[config.mk]
export PLATFORM = sky130hd
export DESIGN_NAME = fetch_unit_flat
export DESIGN_NICKNAME = d
export VERILOG_FILES = /design/src/rtl/fetch_unit_if.sv /design/src/rtl/fetch_unit.sv /design/src/flat_wrapper.sv
export SDC_FILE = /design/constraint.sdc
export NUM_CORES = 1
export LEC_CHECK = 0
export BUFFER_PORTS_ARGS = -buffer_cell sky130_fd_sc_hd__clkbuf_2
export CORE_AREA = 3 3 93 95
export CTS_BUF_LIST = sky130_fd_sc_hd__clkbuf_4 sky130_fd_sc_hd__clkbuf_8
export CTS_CLUSTER_DIAMETER = 50
export DETAILED_ROUTE_END_ITERATION = 8
export DIE_AREA = 0 0 96 98
export PLACE_DENSITY = 0.58
export SYNTH_ARGS = -nofsm -noshare
export SYNTH_HDL_FRONTEND = slang
export SYNTH_SLANG_ARGS = --single-unit
[constraint.sdc]
create_clock -name clk -period 2.35 [get_ports clk]
set_input_delay 0.705 -clock clk [delete_from_list [all_inputs] [get_ports clk]]
set_output_delay 0.705 -clock clk [all_outputs]
set_load 0.01 [all_outputs]
[src/rtl/fetch_unit_if.sv]
// fetch_unit_if: instruction-memory request/response port between the fetch unit and memory.
interface fetch_unit_if;
    logic [15:0] imem_addr;
    logic        imem_rd;
    logic [15:0] imem_data;
    logic        imem_ready;
    modport master (output imem_addr, imem_rd, input imem_data, imem_ready);
    modport slave  (input imem_addr, imem_rd, output imem_data, imem_ready);
endinterface

[src/rtl/fetch_unit.sv]
// fetch_unit: PC register and fetch FSM feeding decode; optional WAIT timeout under FETCH_TIMEOUT_EN.
module fetch_unit #(
    parameter logic [15:0] RESET_PC       = 16'h0000,
    parameter logic [15:0] NOP_INSTR      = 16'h0800,
    parameter int          TIMEOUT_CYCLES = 16
) (
    input  logic         clk,
    input  logic         rst,
    fetch_unit_if.master imem,
    input  logic         redirect_en,
    input  logic [15:0]  redirect_pc,
    input  logic         halt_in,
    output logic [15:0]  instruction,
    output logic [15:0]  pc_plus2,
    output logic         inst_valid,
    output logic         halted,
    output logic         err
);
    typedef enum logic [1:0] {FETCH, WAIT, HALTED} state_t;
    state_t      state;
    logic [15:0] pc;
    logic        timeout;
    assign imem.imem_addr = pc;
    assign imem.imem_rd   = state != HALTED;
    assign halted         = state == HALTED;
`ifdef FETCH_TIMEOUT_EN
    localparam int CW = $clog2(TIMEOUT_CYCLES + 1);
    logic [CW-1:0] cnt;
    // counter holds completed WAIT cycles; the stalled cycle that reaches the limit halts
    assign timeout = state == WAIT && !halt_in && !redirect_en && !imem.imem_ready
                     && cnt == CW'(TIMEOUT_CYCLES - 1);
    always_ff @(posedge clk) begin
        cnt <= (rst || state != WAIT || halt_in || redirect_en || imem.imem_ready) ? '0 : cnt + CW'(1);
        err <= rst ? 1'b0 : err | timeout;
    end
`else
    assign timeout = 1'b0;
    assign err     = 1'b0;
`endif
    always_ff @(posedge clk) begin
        if (rst) begin
            state       <= FETCH;
            pc          <= RESET_PC;
            instruction <= NOP_INSTR;
            pc_plus2    <= RESET_PC + 16'd2;
            inst_valid  <= 1'b0;
        end else if (state != HALTED) begin
            if (halt_in) begin
                state       <= HALTED;
                instruction <= NOP_INSTR;
                inst_valid  <= 1'b0;
            end else if (redirect_en) begin
                state       <= FETCH;
                pc          <= redirect_pc & 16'hFFFE;
                instruction <= NOP_INSTR;
                inst_valid  <= 1'b0;
            end else if (imem.imem_ready) begin
                state       <= FETCH;
                pc          <= pc + 16'd2;
                instruction <= imem.imem_data;
                pc_plus2    <= pc + 16'd2;
                inst_valid  <= 1'b1;
            end else begin
                state       <= timeout ? HALTED : WAIT;
                instruction <= NOP_INSTR;
                inst_valid  <= 1'b0;
            end
        end
    end
endmodule

[src/flat_wrapper.sv]
// flat-port wrapper written by rule: the top's interface ports become plain ports
module fetch_unit_flat 
#(
    parameter logic [15:0] RESET_PC       = 16'h0000,
    parameter logic [15:0] NOP_INSTR      = 16'h0800,
    parameter int          TIMEOUT_CYCLES = 16
)
  (clk, rst, redirect_en, redirect_pc, halt_in, instruction, pc_plus2, inst_valid, halted, err, imem_imem_addr, imem_imem_rd, imem_imem_data, imem_imem_ready);
  fetch_unit_if imem_i ();
  input  logic clk;
  input  logic rst;
  input  logic redirect_en;
  input  logic [15:0] redirect_pc;
  input  logic halt_in;
  output logic [15:0] instruction;
  output logic [15:0] pc_plus2;
  output logic inst_valid;
  output logic halted;
  output logic err;
  output wire logic [$bits(imem_i.imem_addr)-1:0] imem_imem_addr;
  output wire logic [$bits(imem_i.imem_rd)-1:0] imem_imem_rd;
  input wire logic [$bits(imem_i.imem_data)-1:0] imem_imem_data;
  input wire logic [$bits(imem_i.imem_ready)-1:0] imem_imem_ready;
  assign imem_imem_addr = imem_i.imem_addr;
  assign imem_imem_rd = imem_i.imem_rd;
  assign imem_i.imem_data = imem_imem_data;
  assign imem_i.imem_ready = imem_imem_ready;
  fetch_unit #(.RESET_PC(RESET_PC), .NOP_INSTR(NOP_INSTR), .TIMEOUT_CYCLES(TIMEOUT_CYCLES)) u_core (.clk(clk), .rst(rst), .imem(imem_i), .redirect_en(redirect_en), .redirect_pc(redirect_pc), .halt_in(halt_in), .instruction(instruction), .pc_plus2(pc_plus2), .inst_valid(inst_valid), .halted(halted), .err(err));
endmodule
# Yosys cells after proc, flatten, opt, wreduce, memory -nomap -nowiden
# Cells that the tools add are included.
# Widths: inputs -> output; s select.
# op_classes
bitwise_logic,2
add_sub_neg,1
reduce_logical,3
muxes,11
n_eq_ne,2
# ops
op,n
$mux 16,5
$add 16x2->16 const B,1
$mux 1,4
$mux 2,2
$reduce_and 4->1,1
$reduce_and 3->1,1
$eq 2x2->1 const B,1
$ne 2x2->1 const B,1
$not 1->1,2
$reduce_bool 2->1,1
# totals
elab_cells,24
out_inout_bits,52
reg_bits,51
inputBits,37

# Logic depth before layout (Yosys ltp)
# Gate-level depths: netlist (run 1).
# logic_depth
depth_word,3
ltp_mapped,7
ltp_nobuf,5

# Worst setup path before layout (run 1)
# OpenSTA, ideal clock, no wires.
# synth_timing
path_kind,register to output
from,register u_core.state[0]
to,output halted
path_buffers,2
slack_ns,0.580
stages_incl_launch_ff,5
required_time_ns,1.645
arrival_ns,1.065
path_cell_list,dfxtp_1 -> nand2b_2 -> inv_2 -> buf_2 -> clkbuf_1
# synth_via
elab_chain_len,1
# synth_rtl
item,line,source
from (decl),fetch_unit.sv:20,state_t state;
from (signal assigned),fetch_unit.sv:64,state <= timeout ? HALTED : WAIT;
$eq 2x2->1,fetch_unit.sv:25,assign halted = state == HALTED;
to (decl),flat_wrapper.sv:18,output logic halted;
# No other way between the ends.

# Worst setup path in the final report (run 1)
# Ends and elaborated chain as after synthesis.

==> impl_metrics.csv, run 1 <==
group,metric,value,unit
grt,grt_pass1_wl,10540,um
hold_path,min_path_type,"flip-flop to flip-flop",
finish,fin_util,0.3777,
drt,first_pass_iters,4,
pwr,clockPowerShare,0.311,
clock_tree,h-tree-depth,2,
timing,hold_violations,0,
pwr,powerDensity,561.6,nW/um^2
yosys,synth_enable_flop_cells,0,
yosys,yosys_warnings,0,
floorplanning,ios,89,
clock_tree,hold_buffers,0,
floorplanning,die_w,96,um
timing,fin_skew,0.007412,ns
timing,slew_violations,0,
clock_tree,clk_latency,0.30,ns
timing,tightest_slew,0.5428,ns
yosys,yosysTopAreaCell,"dfxtp_1",
yosys,syn_avg_cell_area,8.616,sq um
critical_path,worstPathArrival,1.44,ns
clock_tree,cts.sinks,49,
pwr,comb_power_share,0.150,
critical_path,r2r_cells,5,
clock_tree,path_clk_slew,0.09,ns
critical_path,rr_startpoint,"u_core.state[0]",
yosys,netlist_area,2352,sq um
yosys,synth.distinct_cells,45,
pwr,switching_share,0.2701,
clock_tree,cts_buffers,5,
placed_design,place_ws,0.3536,ns
finish,n_antenna_cell,0,
floorplanning,die_y,98,um
clock_tree,cts_tree,"built",
drt,drc,0,
placed_design,finalWeightedCongestion,0.7633,
placed_design,dp.cells,443,
finish,fin_cells,450,
timing,rsz0062_at_grt,"no",
floorplanning,rows,32,
critical_path,cp_data_required_time,1.64,ns
yosys,async_reset_ff_frac,0,
grt,antenna_found_initial,0,
finish,fin_area,2949,sq um
timing,min_period_over_period,0.9126,
floorplanning,core_area,7807,sq um
critical_path,cp_max_fo,29,
grt,grt_max_degree,40,
drt,routed_wl,6356,um
critical_path,cp-endpoint,"halted",
pwr,p_sw,0.4474,mW
yosys,ys_seq_area_frac,0.4170,
critical_path,rr_endpoint,"u_core.imem.imem_addr[6]",
floorplanning,initial_core_util,0.3013,
floorplanning,die_area,9408,sq um
finish,layout.nets,386,
drt,antenna_left,0,
drt,vias,2218,
timing,fmax,0.4663,GHz
grt,grt.total_usage,0.1397,
critical_path,end_kind,"primary output",
finish,area_delta_synth_final,25.37,%
clock_tree,cts_buffer_depth,2,
clock_tree,postCtsSetupBuffers,0,
critical_path,critical_path_class,"flip-flop to primary output",
outcome,status,"completed",
placed_design,io_buffers,84,
timing,tns,0,ns
finish,nFillCells,845,
critical_path,start_kind,"flip-flop",
yosys,synth-main-ff-cell,"dfxtp_1",
grt,grt_pass1_vias,2102,
grt,overflow,0,
placed_design,dpl-instance-area,2859,sq um
timing,whs,0.4619,ns
pwr,internal_power,1.209,mW
job,drv_cap,0,
timing,fin_crit,2.145,ns
timing,fin_ws,0.2055,ns
timing,slew_headroom,0.6376,
critical_path,critPathLaunch,"u_core.state[0]",
pwr,leakage,1.179,nW
yosys,yosysTopAreaCellShare,0.4170,
yosys,syn_inst,273,
critical_path,reg2reg_slack,0.47,ns
pwr,p_total,1.656,mW
drt,drt-initial-drc-count,152,
placed_design,hpwl,4602,um
pwr,seqPwrFrac,0.539,
finish,drive_gt1_frac,0.3333,
drt,vias_per_cell,4.929,
yosys,yosys_register_bits,49,
timing,setup_viol,0,
drt,wl_per_cell,14.12,um
clock_tree,ctsResizeCount,0,
clock_tree,cts_root_buffer,"clkbuf_8",
pwr,ir_drop,0.2671,mV
yosys,synthTopCellsByArea,"dfxtp_1 42%, nor2_1 6.5%, a22oi_1 4.8%",
final cells by class:
class	instances	area (sq um)	area share
Clock buffer	7	90.09	0.03055
Inverter	4	15.01	0.005091
Multi-Input combinational cell	195	1235	0.4188
Sequential cell	49	980.9	0.3326
Tap cell	102	127.6	0.04328
Timing Repair Buffer	93	500.5	0.1697
power groups by stage:
| stage | logic, mW | clock network (mW) | registers, mW |
|---|---|---|---|
| after CTS | 0.252 | 0.536 | 0.893 |
| after floorplan | 0.141 | 0 | 0.919 |
| after global routing | 0.277 | 0.567 | 0.899 |
| after detailed placement | 0.251 | 0 | 0.912 |
| after global placement | 0.247 | 0 | 0.911 |
| final | 0.249 | 0.515 | 0.892 |
Yosys cell counts, types with 2 or more instances:
cell	count
a211oi_1	11
a211oi_2	2
a21oi_1	8
a22oi_1	15
a31oi_1	6
a32o_1	4
buf_2	9
buf_4	4
clkbuf_1	13
dfxtp_1	49
inv_1	3
mux2i_1	8
nand2_1	24
nand2b_1	3
nand3_1	10
nand4_2	3
nor2_1	41
nor2b_1	3
nor3_2	5
nor4_1	5
o21ai_0	4
o21ai_1	5
o22ai_1	2
o31ai_1	2
o41ai_1	3
or3_1	2
xnor2_1	9
xor2_1	3
flip-flops by register name, indices dropped and copies added, names as in the netlist:
signal,cells
u_core.imem.imem_addr,15
u_core.inst_valid,1
u_core.instruction,16
u_core.pc_plus2,15
u_core.state,2
routing by layer:
layer	GRT usage	routed length [um]	share of wire	vias to the layer above
met1	0.1791	2855	0.45	1021
met5	0	0	0	-
li1	-	-	-	1117
met3	0.04700	538	0.085	6
met4	0.03829	28	0.0044	0
met2	0.2220	2934	0.46	74
placed cells by master, fill, tap and decap left out, types with 2 or more instances in the layout:
cell type  Yosys  layout
o41ai_1        3       3
o31ai_1        2       2
o21ai_1        5       5
or3_1          2       2
a32o_1         4       4
nor3_2         5       5
dfxtp_1       49      49
buf_4          4       8
a211oi_2       2       2
xor2_1         3       3
a31oi_1        6       6
inv_1          3       3
nor2b_1        3       3
mux2i_1        8       8
xnor2_1        9       9
o21ai_0        4       4
nor4_1         5       5
a22oi_1       15      15
nor2_1        41      41
a21oi_1        8       8
nand2b_1       3       3
a211oi_1      11      11
nand3_1       10      10
nand4_2        3       3
clkbuf_8       0       6
o22ai_1        2       2
clkbuf_2       1      84
conb_1         1       3
nand2_1       24      24
logic make-up after synthesis:
kind of cell	count (synthesis)	share of synthesized area
buffers and inverters	31	0.06117
adders and majority gates	1	0.005318
xor gates and xnor gates	12	0.04468
and+or+nand+nor	105	0.2357
muxes	8	0.03404
AOI/OAI and AO/OA	66	0.2005
other	1	0.001594
DFF	49	0.4170
worst max-delay path: stages, from the launching register on:
cell and delay (ns):
dfxtp_1 0.30, nand2b_2 0.19, inv_2 0.42, clkbuf_2 0.23
how the worst min path moves through the flow:
| stage | start | end | slack, ns | cells past startpoint |
|---|---|---|---|---|
| 3_5_place_dp | u_core.inst_valid | u_core.inst_valid | 0.45 | 2 |
| 5_1_grt | u_core.pc_plus2[2] | u_core.pc_plus2[2] | 0.50 | 2 |
| 4_1_cts | u_core.inst_valid | u_core.inst_valid | 0.46 | 2 |
| 6_report | u_core.inst_valid | u_core.inst_valid | 0.46 | 2 |
| 3_3_place_gp | u_core.inst_valid | u_core.inst_valid | 0.45 | 2 |
| 2_1_floorplan | u_core.inst_valid | u_core.inst_valid | 0.48 | 2 |
Note: power is estimated with default switching activity, not from simulation.
==> run 2: changes to the inputs <==
--- a/config.mk
+++ b/config.mk
@@ -6,11 +6,12 @@
 export NUM_CORES = 1
 export LEC_CHECK = 0
+export ABC_AREA = 1
 export BUFFER_PORTS_ARGS = -buffer_cell sky130_fd_sc_hd__clkbuf_2
-export CORE_AREA = 3 3 93 95
+export CORE_AREA = 3 3 92 94
 export CTS_BUF_LIST = sky130_fd_sc_hd__clkbuf_4 sky130_fd_sc_hd__clkbuf_8
 export CTS_CLUSTER_DIAMETER = 50
 export DETAILED_ROUTE_END_ITERATION = 8
-export DIE_AREA = 0 0 96 98
-export PLACE_DENSITY = 0.58
+export DIE_AREA = 0 0 95 97
+export PLACE_DENSITY = 0.59
 export SYNTH_ARGS = -nofsm -noshare
 export SYNTH_HDL_FRONTEND = slang
==> constraint.sdc (replaced) <==
create_clock -name clk -period 2.35 [get_ports clk]
set_input_delay 0.3525 -clock clk [delete_from_list [all_inputs] [get_ports clk]]
set_output_delay 0.3525 -clock clk [all_outputs]
set_load 0.01 [all_outputs]
==> run 2 against run 1 <==
  * Critical path depth rose by 1
  * Hold slack got worse by 0.20 ns
  * Combinational power barely moved
  * Clock power fell by 1%
  * Via count rose by 0.90%
  * Register-to-register slack improved by 0.37 ns
  * Sequential power rose by 2.2%
  * Sequential share of layout area rose by 0.81 points
  * Critical path type unchanged
  * Design area fell by 2.4%
  * Die area fell by 2.1%
  * Worst setup slack improved by 0.39 ns
  * Fmax rose by 22%
==> impl_metrics.csv, run 2 <==
group,metric,value,unit
outcome,status,"completed",
drt,wl_per_cell,13.09,um
grt,grt_max_degree,21,
clock_tree,path_clk_slew,0.09,ns
yosys,yosys_register_bits,49,
placed_design,dp.cells,475,
clock_tree,cts_root_buffer,"clkbuf_8",
floorplanning,rows,32,
yosys,yosysMostFrequentCell,"nand2_1",
timing,min_period_over_period,0.7478,
grt,antenna_found_initial,0,
critical_path,cp_data_required_time,2.00,ns
clock_tree,cts_tree,"built",
floorplanning,initial_core_util,0.2991,
finish,layout_common_cells,"84 x clkbuf_2, 68 x nand2_1, 49 x dfxtp_1, 44 x a21oi_1, 27 x o21ai_0",
critical_path,path_cells,"inv_1 > nand2_4 > clkinv_1 > clkbuf_2",
timing,rsz0062_at_grt,"no",
drt,drc,0,
yosys,syn_inst,299,
placed_design,finalWeightedCongestion,0.8005,
timing,slew_violations,0,
clock_tree,cts_buffers,5,
floorplanning,die_w,95,um
finish,regMostFlops,"u_core.instruction",
yosys,yosysTopAreaCell,"dfxtp_1",
clock_tree,cts.sinks,49,
yosys,async_reset_ff_frac,0,
pwr,leakage,1.311,nW
timing,fin_skew,0.007411,ns
yosys,netlist_area,2311,sq um
drt,vias,2238,
critical_path,slowest_stage,"clkinv_1",
timing,hold_violations,0,
finish,final_common_cell,"clkbuf_2",
clock_tree,clk_latency,0.30,ns
yosys,synth-main-ff-cell,"dfxtp_1",
finish,final-seq-area,980.9,sq um
drt,first_pass_iters,4,
grt,grt.total_usage,0.1413,
critical_path,max_stage_delay,0.38,ns
floorplanning,die_y,97,um
yosys,yosysTopAreaCellShare,0.4245,
finish,fin_cells,483,
grt,overflow,0,
critical_path,end_kind,"primary output",
yosys,synth.distinct_cells,33,
finish,multi_input_area,1122,sq um
hold_path,min_path_type,"input port to flip-flop",
finish,area_delta_synth_final,24.58,%
timing,setup_viol,0,
critical_path,cp_top_family,"buffers and inverters",
finish,layout.nets,418,
timing,fmax,0.5691,GHz
drt,vias_per_cell,4.634,
critical_path,worstPathArrival,1.40,ns
grt,grt_pass1_wl,10430,um
clock_tree,ctsResizeCount,0,
drt,antenna_left,0,
timing,fin_crit,1.757,ns
timing,tns,0,ns
clock_tree,postCtsSetupBuffers,0,
yosys,ys_seq_area_frac,0.4245,
drt,drt-initial-drc-count,110,
pwr,powerDensity,581.8,nW/um^2
floorplanning,die_area,9215,sq um
yosys,synth_enable_flop_cells,0,
floorplanning,ios,89,
floorplanning,core_area,7727,sq um
critical_path,crit_buf_inv,3,
pwr,ir_drop,0.2452,mV
finish,drive_gt1_frac,0.3360,
critical_path,critical_path_class,"flip-flop to primary output",
yosys,syn_avg_cell_area,7.729,sq um
grt,grt_pass1_vias,2168,
finish,largest_register_ffs,16,
clock_tree,h-tree-depth,2,
placed_design,io_buffers,84,
critical_path,cp_max_fo,17,
placed_design,hpwl,4657,um
yosys,synthTopCellsByArea,"dfxtp_1 42%, nand2_1 11%, a21oi_1 9.5%",
drt,routed_wl,6324,um
job,drv_cap,0,
yosys,synth_common_cells,"68 x nand2_1, 49 x dfxtp_1, 44 x a21oi_1",
critical_path,start_kind,"flip-flop",
clock_tree,cts_buffer_depth,2,
clock_tree,hold_buffers,0,
yosys,yosys_warnings,0,
finish,nFillCells,835,
finish,n_antenna_cell,0,
[run 2: changes by cell type after synthesis, sizes merged, moves of 13 or more]
cell	before	now
nor2	41	20
inv	4	22
nand2	24	79
o21ai	9	29
a211oi	13	0
a22oi	15	0
a21oi	8	44
[run 2: cells by family after synthesis]
group	after synthesis	synth area share
simple gates	112	0.2328
compound gates	87	0.2057
flops	49	0.4245
buf+inv	41	0.09312
xor+xnor	8	0.03682
fa+ha+maj	1	0.005413
other cells	1	0.001623
[run 2: per-layer routing]
layer | wire length, um | track usage | up-vias
li1 | - | - | 1138
met1 | 2791 | 0.1819 | 988
met2 | 2848 | 0.2223 | 99
met3 | 549 | 0.03733 | 13
met4 | 133 | 0.05660 | 0
met5 | 0 | 0 | -
[run 2: power breakdown]
part / total (mW) / internal [mW] / switching, mW
Combinational: 0.252 / 0.101 / 0.151
Sequential: 0.912 / 0.869 / 0.0436
Clock: 0.510 / 0.222 / 0.289
Total: 1.67 / 1.19 / 0.483
[run 2: worst paths after layout]
kind / start / endpoint / slack [ns] / cells past startpoint
setup / recovery: u_core.state[0] / halted / 0.59 / 4
setup reg to reg: u_core.imem.imem_addr[1] / u_core.pc_plus2[15] / 0.84 / 8
hold / removal: imem_imem_data[11] / u_core.instruction[11] / 0.26 / 3
hold reg to reg: u_core.pc_plus2[3] / u_core.pc_plus2[3] / 0.47 / 2
[run 2: layout make-up]
cell class / count / area share
tap: 102 / 0.04433
clock inverter: 2 / 0.005215
multi-input combinational: 211 / 0.3898
clock buffer: 6 / 0.02651
inverter: 23 / 0.03173
timing repair buffer: 90 / 0.1617
sequential: 49 / 0.3407
[run 2: per-stage QoR]
stage	power, mW	hold slack [ns]	setup WS [ns]	cell area [sq um]	util
finish	1.675	0.2602	0.5928	2879	0.3726
global route	1.767	0.2727	0.4569	2879	0.3726
CTS	1.705	0.2541	0.5596	2879	0.3726
detailed placement	1.186	0.4552	0.7103	2788	0.3608
global placement	1.182	0.4511	0.7578	2788	0.3608
floorplan	1.083	0.4312	0.9657	2318	-
[run 2: worst min-delay path: cells and delay by family]
kind                   cells  cell delay (ns)
AO/OA/AOI/OAI              1             0.06
buffers and inverters      1             0.07
AND/OR/NAND/NOR            1             0.05
==> run 3: changes to the inputs <==
- PLACE_DENSITY: 0.59 -> 0.61
- clock period: 2.35 -> 1.6 ns (I/O delays scaled with it)
==> run 3 against run 2 <==
  * Combinational power up 50%
  * Hold slack worse by 0.12 ns
  * Worst setup slack worse by 0.41 ns
  * Total power up 48%
  * Routed wire length down 0.51%
  * Critical path type unchanged
==> impl_metrics.csv, run 3 (same netlist as run 2, synthesis figures left out) <==
group,metric,value,unit
drt,routed_wl,6292,um
timing,min_period_over_period,0.8837,
finish,fin_util,0.3747,
critical_path,worstPathArrival,1.17,ns
timing,fin_skew,0.008844,ns
finish,fin_cells,485,
finish,area_delta_synth_final,25.28,%
drt,vias_per_cell,4.567,
grt,antenna_found_initial,0,
grt,grt_pass1_vias,2202,
timing,fin_crit,1.414,ns
placed_design,dpl-instance-area,2803,sq um
finish,final_common_cell,"clkbuf_2",
placed_design,place_ws,0.2175,ns
grt,grt.total_usage,0.1419,
critical_path,cp_data_required_time,1.36,ns
drt,drt-initial-drc-count,65,
critical_path,start_kind,"flip-flop",
clock_tree,postCtsSetupBuffers,0,
drt,drc,0,
grt,grt_max_degree,30,
finish,nFillCells,840,
floorplanning,die_area,9215,sq um
drt,vias,2215,
floorplanning,die_w,95,um
timing,rsz0062_at_grt,"no",
placed_design,finalWeightedCongestion,0.7769,
grt,overflow,0,
outcome,status,"completed",
clock_tree,path_clk_slew,0.10,ns
finish,drive_gt1_frac,0.3420,
clock_tree,h-tree-depth,2,
hold_path,min_path_type,"input port to flip-flop",
pwr,ir_drop,0.3603,mV
pwr,leakage,1.332,nW
job,drv_cap,0,
floorplanning,rows,32,
clock_tree,cts_buffers,5,
timing,setup_viol,0,
critical_path,end_kind,"primary output",
critical_path,critical_path_class,"flip-flop to primary output",
drt,antenna_left,0,
clock_tree,cts.sinks,49,
critical_path,critPathLaunch,"u_core.state[0]",
placed_design,dp.cells,477,
grt,grt_pass1_wl,10420,um
clock_tree,ctsResizeCount,1,
timing,fin_ws,0.1860,ns
finish,layout.nets,420,
floorplanning,ios,89,
finish,regMostFlops,"u_core.instruction",
timing,tns,0,ns
finish,layout_common_cells,"84 x clkbuf_2, 68 x nand2_1, 49 x dfxtp_1, 44 x a21oi_1, 27 x o21ai_0",
finish,largest_register_ffs,16,
floorplanning,initial_core_util,0.2991,
placed_design,io_buffers,84,
critical_path,rr_startpoint,"u_core.imem.imem_addr[2]",
floorplanning,die_y,97,um
drt,wl_per_cell,12.97,um
clock_tree,cts_buffer_depth,2,
finish,multi_input_area,1122,sq um
clock_tree,hold_buffers,0,
clock_tree,cts_tree,"built",
drt,first_pass_iters,4,
floorplanning,core_area,7727,sq um
critical_path,cp_max_fo,17,
timing,fmax,0.7072,GHz
hold_path,min-delay-start,"imem_imem_ready",
clock_tree,cts_root_buffer,"clkbuf_8",
clock_tree,clk_latency,0.31,ns
placed_design,hpwl,4552,um
pwr,powerDensity,853.9,nW/um^2
finish,final-seq-area,980.9,sq um
timing,hold_violations,0,
finish,n_antenna_cell,0,
timing,slew_violations,0,
finish,fin_area,2895,sq um
[run 3: cell count changes in the layout (fill, tap and decap cells not counted)]
| cell | previous run | this run |
|---|---|---|
| clkinvlp_4 | 2 | 0 |
| buf_4 | 6 | 8 |
| clkbuf_4 | 1 | 0 |
| clkinv_2 | 0 | 2 |
| clkinv_4 | 0 | 2 |
| clkinv_1 | 1 | 0 |
[run 3: worst max-delay path, cell delays in order, from the launching register on]
cell and delay (ns):
dfxtp_1 0.32, inv_1 0.05, nand2_4 0.08, clkinv_2 0.20, clkbuf_2 0.20
[run 3: path summary, 6_finish.rpt]
path / to / slack [ns] / cells after the start
worst max-delay path: halted / 0.19 / 4
worst min register to register: u_core.inst_valid / 0.47 / 2
worst max register to register: u_core.pc_plus2[15] / 0.21 / 8
worst min-delay path: u_core.state[0] / 0.14 / 2
[run 3: area by class of cell]
class                      instances  share of cell area
multi-input combinational        211              0.3876
clock buffer                       5             0.02377
inverter                          23             0.03198
timing repair buffer              92              0.1659
tap                              102             0.04408
clock inverter                     3            0.007779
sequential                        49              0.3388
[run 3: per-layer routing]
layer	part of all wire	vias up	track usage
met5	0	-	0
met4	0.010	0	0.03996
met3	0.066	5	0.03344
met2	0.48	75	0.2435
met1	0.45	1003	0.1744
li1	-	1132	-
[run 3: through the flow]
stage | hold slack (ns) | power (mW)
after floorplan | 0.3187 | 1.591
after global placement | 0.4515 | 1.741
after detailed placement | 0.4579 | 1.746
after CTS | 0.1278 | 2.521
after global routing | 0.1373 | 2.613
final | 0.1429 | 2.472
[run 3: where the power goes]
group / internal [mW] / switching [mW]
logic: 0.153 / 0.226
registers: 1.28 / 0.0600
clock network: 0.311 / 0.447
total: 1.74 / 0.732
